File: config.mk
export PLATFORM = sky130hd
export DESIGN_NAME = ifetch_unit
export DESIGN_NICKNAME = d
export VERILOG_FILES = /design/src/rtl/ifetch_pkg.sv /design/src/rtl/ifetch_pbuf.sv /design/src/rtl/ifetch_unit.sv
export SDC_FILE = /design/constraint.sdc
export NUM_CORES = 1
export LEC_CHECK = 0
export ABC_AREA = 1
export CELL_PAD_IN_SITES_DETAIL_PLACEMENT = 1
export CELL_PAD_IN_SITES_GLOBAL_PLACEMENT = 2
export CORE_MARGIN = 8
export CORE_UTILIZATION = 25
export CTS_CLUSTER_DIAMETER = 150
export DETAILED_ROUTE_END_ITERATION = 10
export HOLD_SLACK_MARGIN = 0.03
export PLACE_DENSITY_LB_ADDON = 0.1
export SLEW_MARGIN = 15
export SYNTH_ARGS = -nofsm -noshare
export SYNTH_HDL_FRONTEND = slang
export SYNTH_SLANG_ARGS = --single-unit
File: constraint.sdc
create_clock -name clk -period 2.65 [get_ports clk]
set_input_delay 0.53 -clock clk [delete_from_list [all_inputs] [get_ports clk]]
set_output_delay 0.53 -clock clk [all_outputs]
set_load 0.05 [all_outputs]
File: src/rtl/ifetch_pkg.sv
// Shared types, defaults and small arithmetic helpers for the instruction fetch unit.
package ifetch_pkg;

  typedef enum logic [2:0] {
    FETCH  = 3'd0,
    READY  = 3'd1,
    DRAIN  = 3'd2,
    HALTED = 3'd3,
    FAULT  = 3'd4
  } fetch_state_t;

  localparam logic [31:0] DEFAULT_NOP_INSTR = 32'h0000_0013;
  localparam logic [31:0] DEFAULT_RESET_PC  = 32'h0000_0000;

  function automatic logic [31:0] pc_plus4(input logic [31:0] a);
    return a + 32'd4;
  endfunction

  function automatic logic [15:0] sat_inc16(input logic [15:0] c);
    return (c == 16'hFFFF) ? c : c + 16'd1;
  endfunction

endpackage

File: src/rtl/ifetch_pbuf.sv
// One-entry prefetch buffer that also owns the memory request (address + outstanding flag),
// so imem_req/imem_addr come straight from its registers.
module ifetch_pbuf
  import ifetch_pkg::*;
#(
  parameter logic [31:0] RESET_ADDR = DEFAULT_RESET_PC
) (
  input  logic        clk,
  input  logic        reset,
  input  logic        issue,
  input  logic [31:0] issue_addr,
  input  logic        fill,
  input  logic [31:0] fill_data,
  input  logic        retire,
  input  logic        flush,
  output logic [31:0] buf_data,
  output logic [31:0] buf_addr,
  output logic        buf_valid,
  output logic        buf_outstanding
);

  logic [31:0] data_r;
  logic [31:0] addr_r;
  logic        valid_r;
  logic        out_r;

  // Request/buffer registers; reset leaves the first fetch already on the bus.
  always_ff @(posedge clk) begin
    if (reset) begin
      data_r  <= 32'h0000_0000;
      addr_r  <= RESET_ADDR;
      valid_r <= 1'b0;
      out_r   <= 1'b1;
    end else begin
      if (issue) begin
        addr_r <= issue_addr;
        out_r  <= 1'b1;
      end else if (fill || retire) begin
        out_r  <= 1'b0;
      end
      if (fill) begin
        data_r  <= fill_data;
        valid_r <= 1'b1;
      end else if (flush) begin
        valid_r <= 1'b0;
      end
    end
  end

  assign buf_data        = data_r;
  assign buf_addr        = addr_r;
  assign buf_valid       = valid_r;
  assign buf_outstanding = out_r;

endmodule

File: src/rtl/ifetch_unit.sv
// Instruction fetch unit: demand fetch, single-word prefetch with zero-bubble sequential
// advance, redirect draining, halt and misaligned-PC fault handling.
module ifetch_unit
  import ifetch_pkg::*;
#(
  parameter logic [31:0] RESET_PC  = DEFAULT_RESET_PC,
  parameter logic [31:0] NOP_INSTR = DEFAULT_NOP_INSTR
) (
  input  logic        clk,
  input  logic        reset,
  input  logic [31:0] pc_next,
  input  logic        advance,
  input  logic        halt,
  output logic        imem_req,
  output logic [31:0] imem_addr,
  input  logic        imem_ack,
  input  logic [31:0] imem_rdata,
  output logic [31:0] instruction,
  output logic        instr_valid,
  output logic [31:0] pc,
  output logic        fault,
  output logic [15:0] discard_cnt
);

  fetch_state_t state_r, state_s;
  logic [31:0]  pc_r, pc_s;
  logic [31:0]  instr_r, instr_s;
  logic         valid_r, valid_s;
  logic         fault_r, fault_s;
  logic [15:0]  discard_r, discard_s;

  logic         issue_s, fill_s, retire_s, flush_s;
  logic [31:0]  issue_addr_s;
  logic [31:0]  buf_data_s, buf_addr_s;
  logic         buf_valid_s, buf_out_s;
  logic         ack_s, seq_s, misaligned_s;

  ifetch_pbuf #(.RESET_ADDR(RESET_PC)) u_pbuf (
    .clk             (clk),
    .reset           (reset),
    .issue           (issue_s),
    .issue_addr      (issue_addr_s),
    .fill            (fill_s),
    .fill_data       (imem_rdata),
    .retire          (retire_s),
    .flush           (flush_s),
    .buf_data        (buf_data_s),
    .buf_addr        (buf_addr_s),
    .buf_valid       (buf_valid_s),
    .buf_outstanding (buf_out_s)
  );

  // Acks with nothing on the bus are stray and must not be consumed.
  assign ack_s        = imem_ack & buf_out_s;
  assign seq_s        = (pc_next == pc_plus4(pc_r));
  assign misaligned_s = (pc_next[1:0] != 2'b00);

  // Next-state and buffer control decode.
  always_comb begin
    state_s      = state_r;
    pc_s         = pc_r;
    instr_s      = instr_r;
    valid_s      = valid_r;
    fault_s      = fault_r;
    discard_s    = discard_r;
    issue_s      = 1'b0;
    issue_addr_s = pc_plus4(pc_r);
    fill_s       = 1'b0;
    retire_s     = 1'b0;
    flush_s      = 1'b0;
    case (state_r)
      FETCH: begin
        if (ack_s) begin
          instr_s = imem_rdata;
          valid_s = 1'b1;
          state_s = READY;
          issue_s = 1'b1;
        end else begin
          state_s = FETCH;
        end
      end
      READY: begin
        if (halt) begin
          state_s  = HALTED;
          retire_s = 1'b1;
        end else if (!advance) begin
          if (ack_s) begin
            fill_s = 1'b1;
          end else if (!buf_valid_s && !buf_out_s) begin
            issue_s = 1'b1;
          end else begin
            state_s = READY;
          end
        end else if (misaligned_s) begin
          fault_s  = 1'b1;
          state_s  = FAULT;
          valid_s  = 1'b0;
          instr_s  = NOP_INSTR;
          retire_s = 1'b1;
          flush_s  = 1'b1;
        end else if (seq_s && (buf_valid_s || ack_s)) begin
          pc_s         = pc_next;
          instr_s      = buf_valid_s ? buf_data_s : imem_rdata;
          flush_s      = 1'b1;
          issue_s      = 1'b1;
          issue_addr_s = pc_plus4(pc_next);
        end else if (seq_s && buf_out_s) begin
          // The in-flight prefetch already targets pc_next; keep it as the demand fetch.
          pc_s    = pc_next;
          instr_s = NOP_INSTR;
          valid_s = 1'b0;
          state_s = FETCH;
        end else begin
          pc_s    = pc_next;
          instr_s = NOP_INSTR;
          valid_s = 1'b0;
          flush_s = 1'b1;
          if (buf_valid_s || buf_out_s) begin
            discard_s = sat_inc16(discard_r);
          end else begin
            discard_s = discard_r;
          end
          if (buf_out_s && !ack_s) begin
            state_s = DRAIN;
          end else begin
            state_s      = FETCH;
            issue_s      = 1'b1;
            issue_addr_s = pc_next;
          end
        end
      end
      DRAIN: begin
        if (ack_s) begin
          state_s      = FETCH;
          issue_s      = 1'b1;
          issue_addr_s = pc_r;
        end else begin
          state_s = DRAIN;
        end
      end
      HALTED, FAULT: begin
        state_s = state_r;
      end
      default: begin
        state_s      = FETCH;
        valid_s      = 1'b0;
        instr_s      = NOP_INSTR;
        flush_s      = 1'b1;
        issue_s      = 1'b1;
        issue_addr_s = pc_r;
      end
    endcase
  end

  // Architectural state and registered outputs.
  always_ff @(posedge clk) begin
    if (reset) begin
      state_r   <= FETCH;
      pc_r      <= RESET_PC;
      instr_r   <= NOP_INSTR;
      valid_r   <= 1'b0;
      fault_r   <= 1'b0;
      discard_r <= 16'h0000;
    end else begin
      state_r   <= state_s;
      pc_r      <= pc_s;
      instr_r   <= instr_s;
      valid_r   <= valid_s;
      fault_r   <= fault_s;
      discard_r <= discard_s;
    end
  end

  assign imem_req    = buf_out_s;
  assign imem_addr   = buf_addr_s;
  assign instruction = instr_r;
  assign instr_valid = valid_r;
  assign pc          = pc_r;
  assign fault       = fault_r;
  assign discard_cnt = discard_r;

endmodule

==> impl_metrics.sql <==
INSERT INTO impl_metrics (metric_group, metric, value, unit) VALUES
('status', 'outcome', 'finished with violations', ''),
('status', 'violations', 'setup timing', ''),
('clocking', 'clk_latency', '0.50', 'ns'),
('drt', 'post-route-drc-count', '0', ''),
('worst_hold_path', 'min_path_type', 'reg -> reg', ''),
('sta', 'final_period_minus_worst_setup_slack', '3.13', 'ns'),
('power_and_ir_drop', 'vdd.ir_drop.worst', '0.000352', 'V'),
('yosys', 'postSynthAreaPerCell', '5.98', 'um^2'),
('placed_design', 'gp_congestion', '0.950', ''),
('die', 'placeableCoreArea', '45000', 'um^2'),
('drt', 'drtAntennaViolNets', '0', ''),
('yosys', 'yosys.area.top_type_share', '26.7', '%'),
('clocking', 'clock_tree_from_tritoncts', 'done', ''),
('cells_and_area', 'fillCellCount', '5788', ''),
('die', 'floorplan_die_area', '52300', 'um^2'),
('drt', 'drt_pre_antenna_iters', '5', ''),
('drt', 'via_count', '14989', ''),
('sta', 'final_worst_slack', '-0.479', 'ns'),
('yosys', 'yosys_most_used_dff', 'dfxtp_1', ''),
('die', 'rows', '78', ''),
('die', 'io_pins', '184', ''),
('sta', 'setup_viol_count_final', '85', ''),
('sta', 'grt_setup_unrepaired', 'true', ''),
('sta', 'achievable-frequency', '0.320', 'GHz'),
('die', 'dieWidth', '229', 'um'),
('die', 'die_ht', '229', 'um'),
('cells_and_area', 'fin_nets', '2494', ''),
('critical_path', 'crit_arrival', '3.52', 'ns'),
('sta', 'timing.final.max_slew_violations', '0', ''),
('sta', 'timing.slew.headroom', '57.0', '%'),
('grt', 'grt_antenna_before_repair', '0', ''),
('power_and_ir_drop', 'leakage', '8.22', 'nW'),
('drt', 'wl_per_cell', '21.0', 'um'),
('cells_and_area', 'post_route_cells_drive_above_1_share', '29.0', '%'),
('placed_design', 'dp_worst_setup_slack', '-0.976', 'ns'),
('grt', 'globalRouteTotalUtil', '24.0', '%'),
('critical_path', 'crit_path_start_kind', 'flip-flop', ''),
('power_and_ir_drop', 'post-layout-total-power', '8.27', 'mW'),
('yosys', 'ff_latch_count_synth', '151', ''),
('clocking', 'clkSlewWorstSetupHoldPaths', '0.07', 'ns'),
('grt', 'first_global_vias', '15616', ''),
('sta', 'number_of_hold_violations_in_the_final_report', '0', ''),
('grt', 'pin_count_of_the_biggest_net_entering_global_routing', '104', ''),
('yosys', 'synthTopCellsByArea', 'dfxtp_1 27%, nand2_1 17%, o21ai_0 9.5%', ''),
('power_and_ir_drop', 'p_per_area', '452', 'nW/um^2'),
('sta', 'fin_skew', '0.0122', 'ns'),
('yosys', 'synth_enable_flop_cells', '0', ''),
('yosys', 'synth_sequential_area_ratio', '26.7', '%'),
('yosys', 'postSynthNetCount', '1963', ''),
('critical_path', 'critPathMaxFanout', '4', ''),
('drt', 'avgViaCountPerCell', '4.94', ''),
('run', 'max_cap_viol_count', '0', ''),
('critical_path', 'crit_type', 'reg -> reg', ''),
('yosys', 'ys_async_sr_fraction', '0', '%'),
('yosys', 'netlist.top_cell.by_area', 'dfxtp_1', ''),
('drt', 'route.final.wire_length', '63600', 'um'),
('placed_design', 'portBuffers', '183', ''),
('grt', 'gr-total-overflow', '0', ''),
('critical_path', 'timing.critical_path.to_type', 'flip-flop', ''),
('clocking', 'cts_inserted_buffers', '17', ''),
('placed_design', 'dp_hpwl', '48500', 'um'),
('yosys', 'yosys_warnings', '0', ''),
('grt', 'grt_first_pass_wirelength', '96000', 'um'),
('cells_and_area', 'n_diodes', '0', ''),
('cells_and_area', 'area.growth.synth_to_final', '61.7', '%'),
('drt', 'drt_iter0_drc', '857', ''),
('clocking', 'cts.root.buffer_cell', 'clkbuf_16', ''),
('sta', 'transition_at_the_pin_with_the_smallest_max_transition_slack', '0.645', 'ns'),
('clocking', 'clock_sinks', '151', ''),
('clocking', 'ctsLongestPathBuffers', '2', ''),
('sta', 'finalCritPeriodShare', '118', '%'),
('yosys', 'postSynthCellCount', '1891', ''),
('clocking', 'cts_max_level', '4', ''),
('critical_path', 'worst_ep_required_time', '3.04', 'ns'),
('die', 'initial_core_utilization', '25.1', '%'),
('yosys', 'synth.lib_cells_used.distinct', '45', ''),
('yosys', 'synthesis.area', '11300', 'um^2');
layout by cell type (no fill, tap or decap), drive strengths merged, types with 4 or more instances in the layout:
cell type      instances
nand2                540
buf                  417
o21ai                251
inv                  228
clkdlybuf4s50        182
nor2                 176
dfxtp                151
a21oi                148
nand3                121
o22ai                 47
nand4                 39
xor2                  31
nor3                  20
clkbuf                19
nor4                  13
clkinv                 9
a31oi                  8
a22oi                  7
nand3b                 4
cells in the mapped netlist, types with 3 or more instances:
master and instances:
xnor2_1 3, nor2_2 11, o22ai_1 18, nand2_2 10
nand3_1 119, dfxtp_1 151, o21ai_0 215, nor2_4 4
a22oi_1 7, buf_6 12, buf_4 3, clkinv_1 3
nand2_4 5, o21ai_1 34, nor2_1 158, xor2_1 31
nand3b_1 4, clkbuf_1 61, o22ai_2 29, a21oi_1 146
nand2_1 525, inv_1 220, nor2_8 3, a31oi_1 8
nor4_1 13, nand4_1 35, ha_1 3, buf_1 7
buf_2 5, nor3_1 20, and2_1 3, inv_2 5
per-layer routing:
metal  GRT usage [%]  part of all wire [%]
met5               0                     0
met4            7.60                   3.0
met3            4.41                   4.2
met2            40.0                    47
met1            30.9                    46
final timing paths:
| kind | cells after the start | slack [ns] | to | start |
|---|---|---|---|---|
| setup / recovery | 22 | -0.48 | u_pbuf.buf_addr[11] | pc[3] |
| hold / removal | 2 | 0.46 | instruction[21] | instruction[21] |
| hold reg to reg | 2 | 0.46 | instruction[21] | instruction[21] |
| setup reg to reg | 22 | -0.48 | u_pbuf.buf_addr[11] | pc[3] |
final cells by class:
cell class / instances / area (um^2) / area share (%)
Clock inverter: 13 / 164 / 0.896
Timing Repair Buffer: 600 / 5320 / 29.1
Inverter: 228 / 862 / 4.71
Sequential cell: 151 / 3080 / 16.8
Multi-Input combinational cell: 1424 / 7660 / 41.9
Clock buffer: 19 / 453 / 2.48
Tap cell: 600 / 751 / 4.11
critical path, stage by stage (launching register included):
cell and delay [ns]:
dfxtp_4 0.38, ha_4 0.19, buf_6 0.12, clkinvlp_4 0.17
nor2_2 0.15, buf_6 0.12, nand2_1 0.06, nand2_2 0.08
nand2_2 0.09, nand2_2 0.11, nand2_1 0.06, nor2_1 0.08
nand2_1 0.10, nor2_4 0.23, nand4_4 0.12, nand2_2 0.09
nand2_1 0.07, nand2_2 0.09, nand2_4 0.08, buf_12 0.16
bufbuf_16 0.27, o21ai_2 0.11, nor2_1 0.06
cells by family after synthesis:
kind of cell	after synthesis	share of synthesized area, %
DFF	151	26.7
AOI/OAI and AO/OA	469	23.5
adders and majority gates	3	0.332
and+or+nand+nor	918	35.4
buffers and inverters	316	11.4
xor gates and xnor gates	34	2.63
through the flow:
step	instance area (um^2)	cells	hold slack [ns]	util, %	TNS (ns)
finish	18300	3035	0.463	40.6	-28.43
global route	18300	3035	0.483	40.6	-41.81
CTS	17900	3027	0.466	39.8	-26.48
detailed placement	16600	2965	0.455	36.8	-60.47
global placement	16600	2965	0.452	36.8	-53.92
floorplan	11400	1891	0.470	-	0
flip-flops by register name, indices dropped and copies added (netlist names):
| register | cells |
|---|---|
| instruction | 32 |
| pc | 32 |
| u_pbuf.buf_addr | 32 |
| u_pbuf.buf_data | 32 |
| discard_cnt | 16 |
| state_r | 3 |
| fault | 1 |
| instr_valid | 1 |
| u_pbuf.buf_outstanding | 1 |
| u_pbuf.buf_valid | 1 |
where the power goes:
part | switching (mW) | internal, mW | leakage, nW
Clock | 1.24 | 1.46 | 0.301
Combinational | 1.87 | 1.13 | 6.67
Sequential | 0.131 | 2.44 | 1.25
Total | 3.24 | 5.03 | 8.22
timing repair:
action / 4_1_cts / 5_1_grt
endpoints found under the setup margin: 85 / 85
pin swaps: 44 / 42
buffers inserted: 27 / 10
cloned: 3 / 0
hold buffers: 0 / 0
gates resized for setup: 143 / 78
Power figures use the tool's default switching activity.
